--- src/rtl/rom_reader_pkg.sv ---
`default_nettype none
// ============================================================================
// Module   : rom_reader_pkg
// Brief    : Shared state encoding and default widths for the ROM burst reader.
// Revision : 1.0
// ============================================================================
package rom_reader_pkg;

    localparam int c_DEFAULT_AW = 16;
    localparam int c_DEFAULT_DW = 16;

    typedef enum logic [1:0] {
        IDLE  = 2'd0,
        FETCH = 2'd1,
        DRAIN = 2'd2
    } state_t;

endpackage
`default_nettype wire

--- src/rtl/rom_reader_if.sv ---
`default_nettype none
// ============================================================================
// Module   : rom_reader_if
// Brief    : Control, ROM-side and stream-side signals of the ROM burst reader.
// Revision : 1.0
// ============================================================================
interface rom_reader_if
    import rom_reader_pkg::*;
#(
    parameter int AW = c_DEFAULT_AW,
    parameter int DW = c_DEFAULT_DW
) ();

    logic          START;
    logic [AW-1:0] BASE;
    logic [AW-1:0] LEN;
    logic          ABORT;
    logic [AW-1:0] A;
    logic [DW-1:0] D;
    logic [DW-1:0] OUT;
    logic          OUT_VALID;
    logic          OUT_READY;
    logic          OUT_LAST;
    logic          BUSY;
    logic          DONE;

    // Reader side
    modport slave (
        input  START, BASE, LEN, ABORT, D, OUT_READY,
        output A, OUT, OUT_VALID, OUT_LAST, BUSY, DONE
    );

    // Requester / consumer side
    modport master (
        output START, BASE, LEN, ABORT, OUT_READY,
        input  A, OUT, OUT_VALID, OUT_LAST, BUSY, DONE
    );

    // Combinational ROM responder
    modport rom (
        input  A,
        output D
    );

endinterface
`default_nettype wire

--- src/rtl/rom_reader.sv ---
`default_nettype none
// ============================================================================
// Module   : rom_reader
// Brief    : Streams a burst of words from a combinational ROM onto a
//            valid/ready output with one-word buffering, abort and done pulse.
// Revision : 1.0
// ============================================================================
module rom_reader
    import rom_reader_pkg::*;
#(
    parameter int AW = c_DEFAULT_AW,
    parameter int DW = c_DEFAULT_DW
) (
    input  wire logic     CLK,
    input  wire logic     RST,
    rom_reader_if.slave   bus
);

    state_t        state_q,     state_d;
    logic [AW-1:0] a_q,         a_d;
    logic [AW-1:0] rem_q,       rem_d;
    logic [DW-1:0] out_q,       out_d;
    logic          out_valid_q, out_valid_d;
    logic          out_last_q,  out_last_d;
    logic          done_q,      done_d;

    logic          w_hs;
    logic          w_load;

    assign w_hs   = out_valid_q & bus.OUT_READY;
    // The output register can take a new word when empty or being emptied.
    assign w_load = ~out_valid_q | w_hs;

    always_ff @(posedge CLK) begin
        if (RST) begin
            state_q     <= IDLE;
            a_q         <= '0;
            rem_q       <= '0;
            out_q       <= '0;
            out_valid_q <= 1'b0;
            out_last_q  <= 1'b0;
            done_q      <= 1'b0;
        end else begin
            state_q     <= state_d;
            a_q         <= a_d;
            rem_q       <= rem_d;
            out_q       <= out_d;
            out_valid_q <= out_valid_d;
            out_last_q  <= out_last_d;
            done_q      <= done_d;
        end
    end

    always_comb begin
        state_d     = state_q;
        a_d         = a_q;
        rem_d       = rem_q;
        out_d       = out_q;
        out_valid_d = out_valid_q;
        out_last_d  = out_last_q;
        done_d      = 1'b0;

        case (state_q)
            IDLE: begin
                if (bus.START) begin
                    if (bus.LEN != '0) begin
                        a_d     = bus.BASE;
                        rem_d   = bus.LEN;
                        state_d = FETCH;
                    end else begin
                        done_d = 1'b1;
                    end
                end
            end

            FETCH: begin
                if (bus.ABORT) begin
                    out_valid_d = 1'b0;
                    out_last_d  = 1'b0;
                    rem_d       = '0;
                    state_d     = IDLE;
                end else if (w_load) begin
                    out_d       = bus.D;
                    out_valid_d = 1'b1;
                    out_last_d  = (rem_q == AW'(1));
                    a_d         = a_q + AW'(1);
                    rem_d       = rem_q - AW'(1);
                    if (rem_q == AW'(1)) begin
                        state_d = DRAIN;
                    end
                end
            end

            DRAIN: begin
                // Abort wins over a handshake on the same edge.
                if (bus.ABORT) begin
                    out_valid_d = 1'b0;
                    out_last_d  = 1'b0;
                    state_d     = IDLE;
                end else if (w_hs && out_last_q) begin
                    out_valid_d = 1'b0;
                    out_last_d  = 1'b0;
                    done_d      = 1'b1;
                    state_d     = IDLE;
                end
            end

            default: begin
                state_d = IDLE;
            end
        endcase
    end

    assign bus.A         = a_q;
    assign bus.OUT       = out_q;
    assign bus.OUT_VALID = out_valid_q;
    assign bus.OUT_LAST  = out_last_q;
    assign bus.BUSY      = (state_q != IDLE);
    assign bus.DONE      = done_q;

endmodule
`default_nettype wire

--- src/flat_wrapper.sv ---
// flat-port wrapper written by rule: the top's interface ports become plain ports
module rom_reader_flat import rom_reader_pkg::*;
#(
    parameter int AW = c_DEFAULT_AW,
    parameter int DW = c_DEFAULT_DW
)
  (CLK, RST, bus_START, bus_BASE, bus_LEN, bus_ABORT, bus_D, bus_OUT_READY, bus_A, bus_OUT, bus_OUT_VALID, bus_OUT_LAST, bus_BUSY, bus_DONE);
  rom_reader_if #(.AW(AW), .DW(DW)) bus_i ();
  input  wire logic CLK;
  input  wire logic RST;
  input wire logic [$bits(bus_i.START)-1:0] bus_START;
  input wire logic [$bits(bus_i.BASE)-1:0] bus_BASE;
  input wire logic [$bits(bus_i.LEN)-1:0] bus_LEN;
  input wire logic [$bits(bus_i.ABORT)-1:0] bus_ABORT;
  input wire logic [$bits(bus_i.D)-1:0] bus_D;
  input wire logic [$bits(bus_i.OUT_READY)-1:0] bus_OUT_READY;
  output wire logic [$bits(bus_i.A)-1:0] bus_A;
  output wire logic [$bits(bus_i.OUT)-1:0] bus_OUT;
  output wire logic [$bits(bus_i.OUT_VALID)-1:0] bus_OUT_VALID;
  output wire logic [$bits(bus_i.OUT_LAST)-1:0] bus_OUT_LAST;
  output wire logic [$bits(bus_i.BUSY)-1:0] bus_BUSY;
  output wire logic [$bits(bus_i.DONE)-1:0] bus_DONE;
  assign bus_i.START = bus_START;
  assign bus_i.BASE = bus_BASE;
  assign bus_i.LEN = bus_LEN;
  assign bus_i.ABORT = bus_ABORT;
  assign bus_i.D = bus_D;
  assign bus_i.OUT_READY = bus_OUT_READY;
  assign bus_A = bus_i.A;
  assign bus_OUT = bus_i.OUT;
  assign bus_OUT_VALID = bus_i.OUT_VALID;
  assign bus_OUT_LAST = bus_i.OUT_LAST;
  assign bus_BUSY = bus_i.BUSY;
  assign bus_DONE = bus_i.DONE;
  rom_reader #(.AW(AW), .DW(DW)) u_core (.CLK(CLK), .RST(RST), .bus(bus_i));
endmodule
--- config.mk ---
export PLATFORM = sky130hd
export DESIGN_NAME = rom_reader_flat
export DESIGN_NICKNAME = d
export VERILOG_FILES = /design/src/rtl/rom_reader_pkg.sv /design/src/rtl/rom_reader_if.sv /design/src/rtl/rom_reader.sv /design/src/flat_wrapper.sv
export SDC_FILE = /design/constraint.sdc
export NUM_CORES = 1
export LEC_CHECK = 0
export CORE_UTILIZATION = 61
export CTS_CLUSTER_DIAMETER = 200
export CTS_CLUSTER_SIZE = 28
export DETAILED_ROUTE_END_ITERATION = 8
export DONT_BUFFER_PORTS = 1
export GPL_TIMING_DRIVEN = 0
export PLACE_DENSITY = 0.81
export SKIP_CTS_REPAIR_TIMING = 1
export SYNTH_ARGS = -nofsm -noshare
export SYNTH_HDL_FRONTEND = slang
export SYNTH_SLANG_ARGS = --single-unit
--- constraint.sdc ---
create_clock -name CLK -period 2.2 [get_ports CLK]
set_input_delay 0 -clock CLK [delete_from_list [all_inputs] [get_ports CLK]]
set_output_delay 0 -clock CLK [all_outputs]
set_load 0.02 [all_outputs]
; Word-level counts from Yosys, hierarchy flattened
; Index checks and enable logic that the tools add are counted.
[word_totals]
reg_bits = 53
in_bits = 53
word_cells = 65
out_inout_bits = 36
[op_classes]
muxes = 31
bitwise_logic = 4
reduce_logical = 11
n_addsub = 2
n_eq_ne = 10
[op_table]
columns = cell, n
row1 = 16-bit 2-to-1 mux, 8
row2 = 16-bit case mux with 2 select lines, 2
row3 = 16-bit by 1-bit adder with 16-bit output (second input constant), 1
row4 = 16-bit by 1-bit equality test with 1-bit output (second input constant), 1
row5 = 16-bit nonzero test, 1
row6 = 16-bit by 1-bit subtractor with 16-bit output (second input constant), 1
row7 = 2-bit 2-to-1 mux, 7
row8 = 1-bit 2-to-1 mux, 10
row9 = 5-bit AND reduction, 2
row10 = 3-bit by 2-bit != test with 1-bit output (second input constant), 3
row11 = 1-bit case mux with 2 select lines, 3
row12 = 2-bit case mux with 3 select lines, 1
row13 = 3-bit AND reduction, 2
row14 = 2-bit nonzero test, 3
row15 = 2-bit by 1-bit != test with 1-bit output (second input constant), 2
row16 = 2-bit != test (second input constant), 2
row17 = 4-bit AND reduction, 1
row18 = 2-bit by 1-bit equality test with 1-bit output (second input constant), 1
row19 = 2-bit equality test (second input constant), 1
row20 = 2-bit zero test, 1
row21 = 1-bit NOT, 2
row22 = 1-bit bitwise AND, 1
row23 = 1-bit logical AND, 1
row24 = 1-bit bitwise OR, 1

; Logic depth before layout (Yosys ltp)
; Gate-level depths: netlist of the first run.
[depth]
word_depth = 5
depth_mapped = 10
ltp_nobuf = 7

; Worst setup path before layout of the first run
; Ideal clock, no wire load.
[synth_path]
path_kind = register to register
start = register u_core.state_q[0]
end = register u_core.state_q[1]
synth_period_minus_slack_ps = 1939
slack_ps = 261
stages_incl_launch_ff = 9
arrival_time_ps = 1818
setup_ps = 121
n_path_buf = 1
cell_sequence = dfxtp_1 -> inv_1 -> ha_1 -> inv_1 -> nor3_2 -> and4_1 -> buf_4 -> nor3_1 -> mux2_2
[synth_between]
elab_chain_len = 3
elab_cells_between_ends = 10
cone_classes = eq/ne: 7 / mux: 1 / reduce/logical: 2
[synth_lines]
columns = item, line_no
row1 = start: declaration, rom_reader.sv:19  ; state_t state_q, state_d;
row2 = start signal: assignment, rom_reader.sv:44  ; state_q <= state_d;
row3 = "2-bit by 1-bit equality test with 1-bit output, or another cell as far along", rom_reader.sv:63  ; case (state_q)
row4 = "3-bit by 2-bit != test with 1-bit output (no source line), or another cell as far along", --
row5 = 5-bit AND reduction (no source line), --
; Parallel ways exist; a longest one is shown, timed or not.
; A chain may end at the register's enable or synchronous reset.

; Worst setup path after layout of the first run
[layout_path]
start = register u_core.state_q[1]
end = register u_core.a_q[8] (netlist: u_core.bus.A[8])
[layout_between]
elab_chain_len = 3
elab_cells_between_ends = 9
cone_classes = eq/ne: 5 / mux: 1 / reduce/logical: 3
[layout_lines]
columns = item, line_no
row1 = 2-bit by 1-bit equality test with 1-bit output / 2-bit zero test (equally long branches), rom_reader.sv:63
row2 = "2-bit by 1-bit != test with 1-bit output (no source line), or another cell as far along", --
row3 = 5-bit AND reduction (no source line), --
row4 = end signal: assignment, rom_reader.sv:37  ; a_q <= '0;
row5 = end signal: assignment, rom_reader.sv:45  ; a_q <= a_d;
row6 = end: declaration, rom_reader.sv:20  ; logic [AW-1:0] a_q, a_d;
; Parallel ways exist; a longest one is shown, timed or not.

==> run_results.csv, run 1 <==
group,metric,value,unit
yosys,syn_nets,445,
worst_setup_path,required,2.41,ns
yosys,synth.mux.area_fraction,2.01,%
yosys,syn_area_per_cell,7.89,um2
sta,setup_tns,0,ns
clocking,clk_pin_slew,0.10,ns
placed_design,gp_congestion,0.937,
worst_setup_path,crit_family,"buffers and inverters",
worst_setup_path,critPathLaunchType,"flop",
routing,vias,3465,
sta,relSlewSlack,49.8,%
finish,multiInputGateArea,0.00184,mm2
worst_setup_path,worstSetupPathType,"reg -> reg",
floorplanning,rows,25,
floorplanning,core,0.00475,mm2
floorplanning,die_h,72.6,um
finish,drive_gt1_share,10.1,%
placed_design,pre_cts_ws,-0.179,ns
routing,wirelength,9800,um
placed_design,io_buffers,0,
sta,period_share,95.5,%
worst_setup_path,slowest_delay,0.33,ns
sta,tightest_slew,0.747,ns
routing,drt-wirelength-per-cell,19.2,um
yosys,synth-simple-area-share,25.2,%
placed_design,placed_cells,453,
yosys,synthAdderAreaFrac,2.47,%
pwr,power,4.66,mW
yosys,synth.distinct_cells,56,
sta,setup_viol,0,
sta,layout_min_cycle_time,2.10,ns
worst_setup_path,cp_num_buf_inv,4,
worst_setup_path,critPathArrivalTime,2.31,ns
status,status,"complete, but fails checks",
yosys,netlist.area_leader.share,34.9,%
floorplanning,pin_count,89,
global_routing,grt_max_degree,17,
yosys,syn_area,0.00304,mm2
finish,fin_nets,502,
global_routing,grt_antenna_before_repair,0,
yosys,synth_flop_cell,"dfxtp_1",
yosys,synth_top_family_by_area,"compound AO/OA/AOI/OAI gates",
global_routing,grt_pass1_vias,2918,
global_routing,grtUsageTotal,33.4,%
clocking,ctsHtreeMaxLevel,2,
status,violations,"hold timing",
yosys,ys_seq_area_share,34.9,%
finish,layout_common_cells,"66 x nand2_1, 52 x dfxtp_1, 45 x dlygate4sd3_1",
yosys,synth_edf_count,0,
global_routing,gr-total-overflow,0,
global_routing,grt_pass1_wl,13800,um
sta,skew,0.00969,ns
flow_run,cap_violations,0,
routing,viasPerCell,6.78,
global_routing,use_met2,56.3,%
finish,syn_to_final_growth,23.4,%
yosys,yosysWarningCount,0,
pwr,vdd_ir_drop_max,785,uV
worst_setup_path,worst-path-max-fanout,9,
floorplanning,die_x,72.6,um
yosys,synth_compound_area_share,29.3,%
routing,drc,0,
routing,firstDrtPassIters,6,
clocking,clock-sinks,53,
yosys,synthXorXnorAreaFrac,0,%
finish,final_common_cell,"nand2_1",
worst_setup_path,cp_cell_sequence,"inv_1 -> ha_1 -> buf_2 -> nand2b_1 -> clkbuf_4 -> nor2_4 -> o21a_1 -> buf_4 -> a31oi_1 -> a311oi_1",
yosys,ys_ff_latch,53,
clocking,clock_latency,0.32,ns
sta,fmax,476,MHz
global_routing,grt_busiest_layer,"met2",
floorplanning,dieArea,0.00528,mm2
finish,fillers,343,
clocking,cts_tree,"done",
clocking,cts_max_path_buffers,2,
routing,drt_iter0_markers,452,
finish,n_antenna_cell,0,
yosys,synth_top_cell_by_area,"dfxtp_1",
finish,instances_no_fill,511,
worst_hold_path,hp-class,"in -> reg",
pwr,leakagePower,1.31,nW
finish,seq_area,0.00106,mm2
clocking,cts_buffers,5,
global_routing,grt_use_met3,6.91,%
sta,setup_slack,0.0989,ns
sta,timing.hold.ws,-0.0309,ns
sta,slew_violations,0,
pwr,p_per_area,1240,mW/mm2
yosys,synthTopCellsByArea,"dfxtp_1 35%, nand2_1 8.3%, a21oi_1 5.6%",
floorplanning,initial_core_util,64.0,%
clocking,clockRootBuffer,"clkbuf_8",
sta,hold_viol_final,2,
placed_design,dp_hpwl,6220,um
yosys,async_flop_share,0,%
worst_setup_path,end_kind,"flop",
worst_setup_path,cpMaxStageDelayCell,"a311oi_1",
global_routing,met1_usage,41.8,%
finish,post-route-util,79.0,%
routing,drtAntennaViolNets,0,
yosys,syn-instance-count,386,
[sequential cells by signal, summed over array words and instances (netlist names)]
name / flops
u_core.bus.A: 16
u_core.bus.DONE: 1
u_core.bus.OUT: 16
u_core.bus.OUT_LAST: 1
u_core.bus.OUT_VALID: 1
u_core.rem_q: 16
u_core.state_q: 2
[per-layer routing]
metal,part of all wire [%],up-vias
li1,-,1571
met1,39,1625
met2,50,236
met3,8.8,33
met4,2.6,0
met5,0,-
[per-stage QoR]
step / area, um2 / hold slack, ns
after floorplan: 3040 / 0.136
after global placement: 3130 / 0.138
after detailed placement: 3130 / 0.143
after CTS: 3210 / -0.187
after global routing: 3760 / 0.0177
final: 3760 / -0.0309
[worst reg2reg max path: stages (launching register included)]
cell and delay, ns:
dfxtp_1 0.32, inv_1 0.09, ha_1 0.17, buf_2 0.20
nand2b_1 0.07, clkbuf_4 0.20, nor2_4 0.20, o21a_1 0.13
buf_4 0.17, a31oi_1 0.12, a311oi_1 0.33
[Yosys cell counts, types with 2 or more instances]
library cell,instances
a21o_1,2
a22oi_1,2
clkbuf_1,18
a211oi_1,14
and3_1,3
o311ai_0,10
nand2_1,67
o31a_1,2
o31ai_1,13
a32oi_1,3
a31oi_1,12
a2111oi_0,2
a311oi_1,4
nand3_1,12
buf_2,5
ha_1,6
buf_4,3
and4_1,8
nor3_1,10
nor4_1,4
and2_1,2
nor3_2,2
o21ai_0,10
nor2_1,17
nor2b_1,5
mux2i_1,5
nand2b_1,4
nand4_1,8
o21a_1,2
dfxtp_1,53
inv_1,13
a21oi_1,34
o32ai_1,8
[cell type report]
| cell class | instances | share of cell area (%) |
|---|---|---|
| buffer | 28 | 3.83 |
| clock buffer | 6 | 1.93 |
| clock inverter | 2 | 0.366 |
| inverter | 14 | 1.40 |
| multi-input combinational | 291 | 49.0 |
| sequential | 53 | 28.3 |
| tap | 67 | 2.23 |
| timing repair buffer | 50 | 13.0 |
[final timing paths]
check | to | slack [ns] | cells past startpoint | start
setup / recovery | u_core.bus.A[8]$_SDFFE_PP0P_ | 0.1 | 10 | u_core.state_q[1]$_SDFFE_PP0P_
hold / removal | u_core.rem_q[8]$_SDFFE_PP0P_ | -0.03 | 2 | bus_LEN[8]
setup reg to reg | u_core.bus.A[8]$_SDFFE_PP0P_ | 0.1 | 10 | u_core.state_q[1]$_SDFFE_PP0P_
hold reg to reg | u_core.state_q[0]$_SDFFE_PP0P_ | 0.49 | 2 | u_core.state_q[0]$_SDFFE_PP0P_
[where the power goes]
| group | switching, mW | total (mW) | internal (mW) |
|---|---|---|---|
| registers | 0.563 | 1.81 | 1.25 |
| clock network | 0.340 | 0.568 | 0.228 |
| logic | 1.44 | 2.28 | 0.837 |
[cells by family (layout without fill, tap and decap cells)]
logic type	Yosys count	after routing
AO/OA/AOI/OAI	128	128
flip-flops	53	53
adder cells (fa/ha/maj)	6	6
buffers and inverters	42	100
multiplexers	6	6
AND/OR/NAND/NOR	151	151
Note: power is estimated with default switching activity, not from simulation.
==> run 2, diff against run 1 <==
CORE_ASPECT_RATIO = 1.25   (was not set)
==> run_results.csv, run 2 (synthesized netlist as in run 1, its figures left out) <==
group,metric,value,unit
status,status,"complete, but fails checks",
status,violations,"hold timing",
routing,drt_iter0_markers,325,
finish,postLayoutCellArea,0.00375,mm2
finish,n_antenna_cell,0,
sta,tightest_slew,0.692,ns
floorplanning,dieArea,0.00528,mm2
floorplanning,initial_core_util,63.9,%
worst_setup_path,worstSetupPathType,"reg -> reg",
finish,post-route-util,78.8,%
finish,final_common_cell,"nand2_1",
clocking,cts_buffers,5,
sta,setup_viol,0,
global_routing,grt_pass1_wl,13800,um
global_routing,grt_antenna_before_repair,0,
worst_hold_path,hp-class,"in -> reg",
floorplanning,die_x,65.2,um
routing,drc,0,
placed_design,placed_area,0.00312,mm2
clocking,clock-sinks,53,
sta,skew,0.00460,ns
global_routing,grt_max_degree,17,
clocking,ctsHtreeMaxLevel,2,
finish,syn_to_final_growth,23.3,%
clocking,cts_max_path_buffers,2,
sta,timing.hold.ws,-0.0381,ns
sta,slew_violations,0,
sta,period_share,97.4,%
worst_setup_path,critPathLaunchType,"flop",
worst_setup_path,end_kind,"flop",
placed_design,gp_congestion,1.01,
routing,drtAntennaViolNets,0,
routing,firstDrtPassIters,6,
placed_design,dp_hpwl,6480,um
sta,rsz0062_at_grt,"yes",
pwr,p_per_area,1250,mW/mm2
pwr,vdd_ir_drop_max,751,uV
placed_design,io_buffers,0,
sta,setup_slack,0.0563,ns
floorplanning,core,0.00476,mm2
routing,drt-wirelength-per-cell,20.2,um
pwr,leakagePower,1.31,nW
routing,wirelength,10200,um
routing,viasPerCell,6.95,
floorplanning,die_h,81.0,um
sta,relSlewSlack,53.5,%
floorplanning,pin_count,89,
floorplanning,rows,28,
placed_design,pre_cts_ws,-0.195,ns
finish,fillers,340,
finish,instances_no_fill,504,
finish,layout_common_cells,"66 x nand2_1, 51 x dfxtp_1, 45 x dlygate4sd3_1",
sta,hold_viol_final,1,
global_routing,grtUsageTotal,33.6,%
clocking,clock_latency,0.31,ns
worst_setup_path,worst-path-max-fanout,10,
clocking,clockRootBuffer,"clkbuf_8",
finish,fin_nets,502,
sta,layout_min_cycle_time,2.14,ns
global_routing,gr-total-overflow,0,
worst_setup_path,critPathArrivalTime,2.33,ns
global_routing,grt_pass1_vias,3005,
clocking,clk_pin_slew,0.10,ns
sta,fmax,466,MHz
routing,vias,3503,
clocking,cts_tree,"done",
flow_run,cap_violations,0,
placed_design,placed_cells,446,
finish,drive_gt1_share,10.6,%
worst_setup_path,required,2.38,ns
## run 2: routing by layer
layer  track usage, %  part of all wire, %
met4             19.8                  4.6
met1             39.7                   38
met2             55.6                   49
met5                0                    0
met3             7.30                  8.0
## run 2: worst max-delay path, stage by stage, from the launching register on
cell and delay, ns:
dfxtp_1 0.37, inv_1 0.07, ha_1 0.29, inv_2 0.17
nor3_2 0.07, and4_1 0.15, buf_4 0.17, buf_4 0.18
o311ai_0 0.42, o31ai_1 0.13
## run 2: cell type report
class                           count  area [um2]  area share [%]
Sequential cell                    53        1060            28.3
Inverter                           14        52.6            1.40
Clock inverter                      2        13.8           0.367
Buffer                             28         143            3.80
Multi-Input combinational cell    291        1840            48.9
Timing Repair Buffer               50         488            13.0
Clock buffer                        6        82.6            2.20
Tap cell                           60        75.1            2.00
## run 2: stage by stage
step	total power [mW]	setup TNS [ns]
final	4.69	0
after global routing	4.95	-0.0703
after CTS	4.41	-2.26
after detailed placement	3.84	-1.89
after global placement	3.78	-0.890
after floorplan	3.27	0
## run 2: power by group
group / switching [mW] / internal, mW / leakage (nW)
sequential: 0.572 / 1.25 / 0.435
clock: 0.334 / 0.256 / 0.0512
combinational: 1.44 / 0.838 / 0.829
## run 2: path summary, 6_finish.rpt
path,startpoint,endpoint,slack [ns],cells after the start
hold / removal,bus_LEN[11],u_core.rem_q[11]$_SDFFE_PP0P_,-0.04,2
setup / recovery,u_core.state_q[0]$_SDFFE_PP0P_,u_core.rem_q[5]$_SDFFE_PP0P_,0.06,9
setup reg to reg,u_core.state_q[0]$_SDFFE_PP0P_,u_core.rem_q[5]$_SDFFE_PP0P_,0.06,9
hold reg to reg,u_core.state_q[0]$_SDFFE_PP0P_,u_core.state_q[0]$_SDFFE_PP0P_,0.50,2
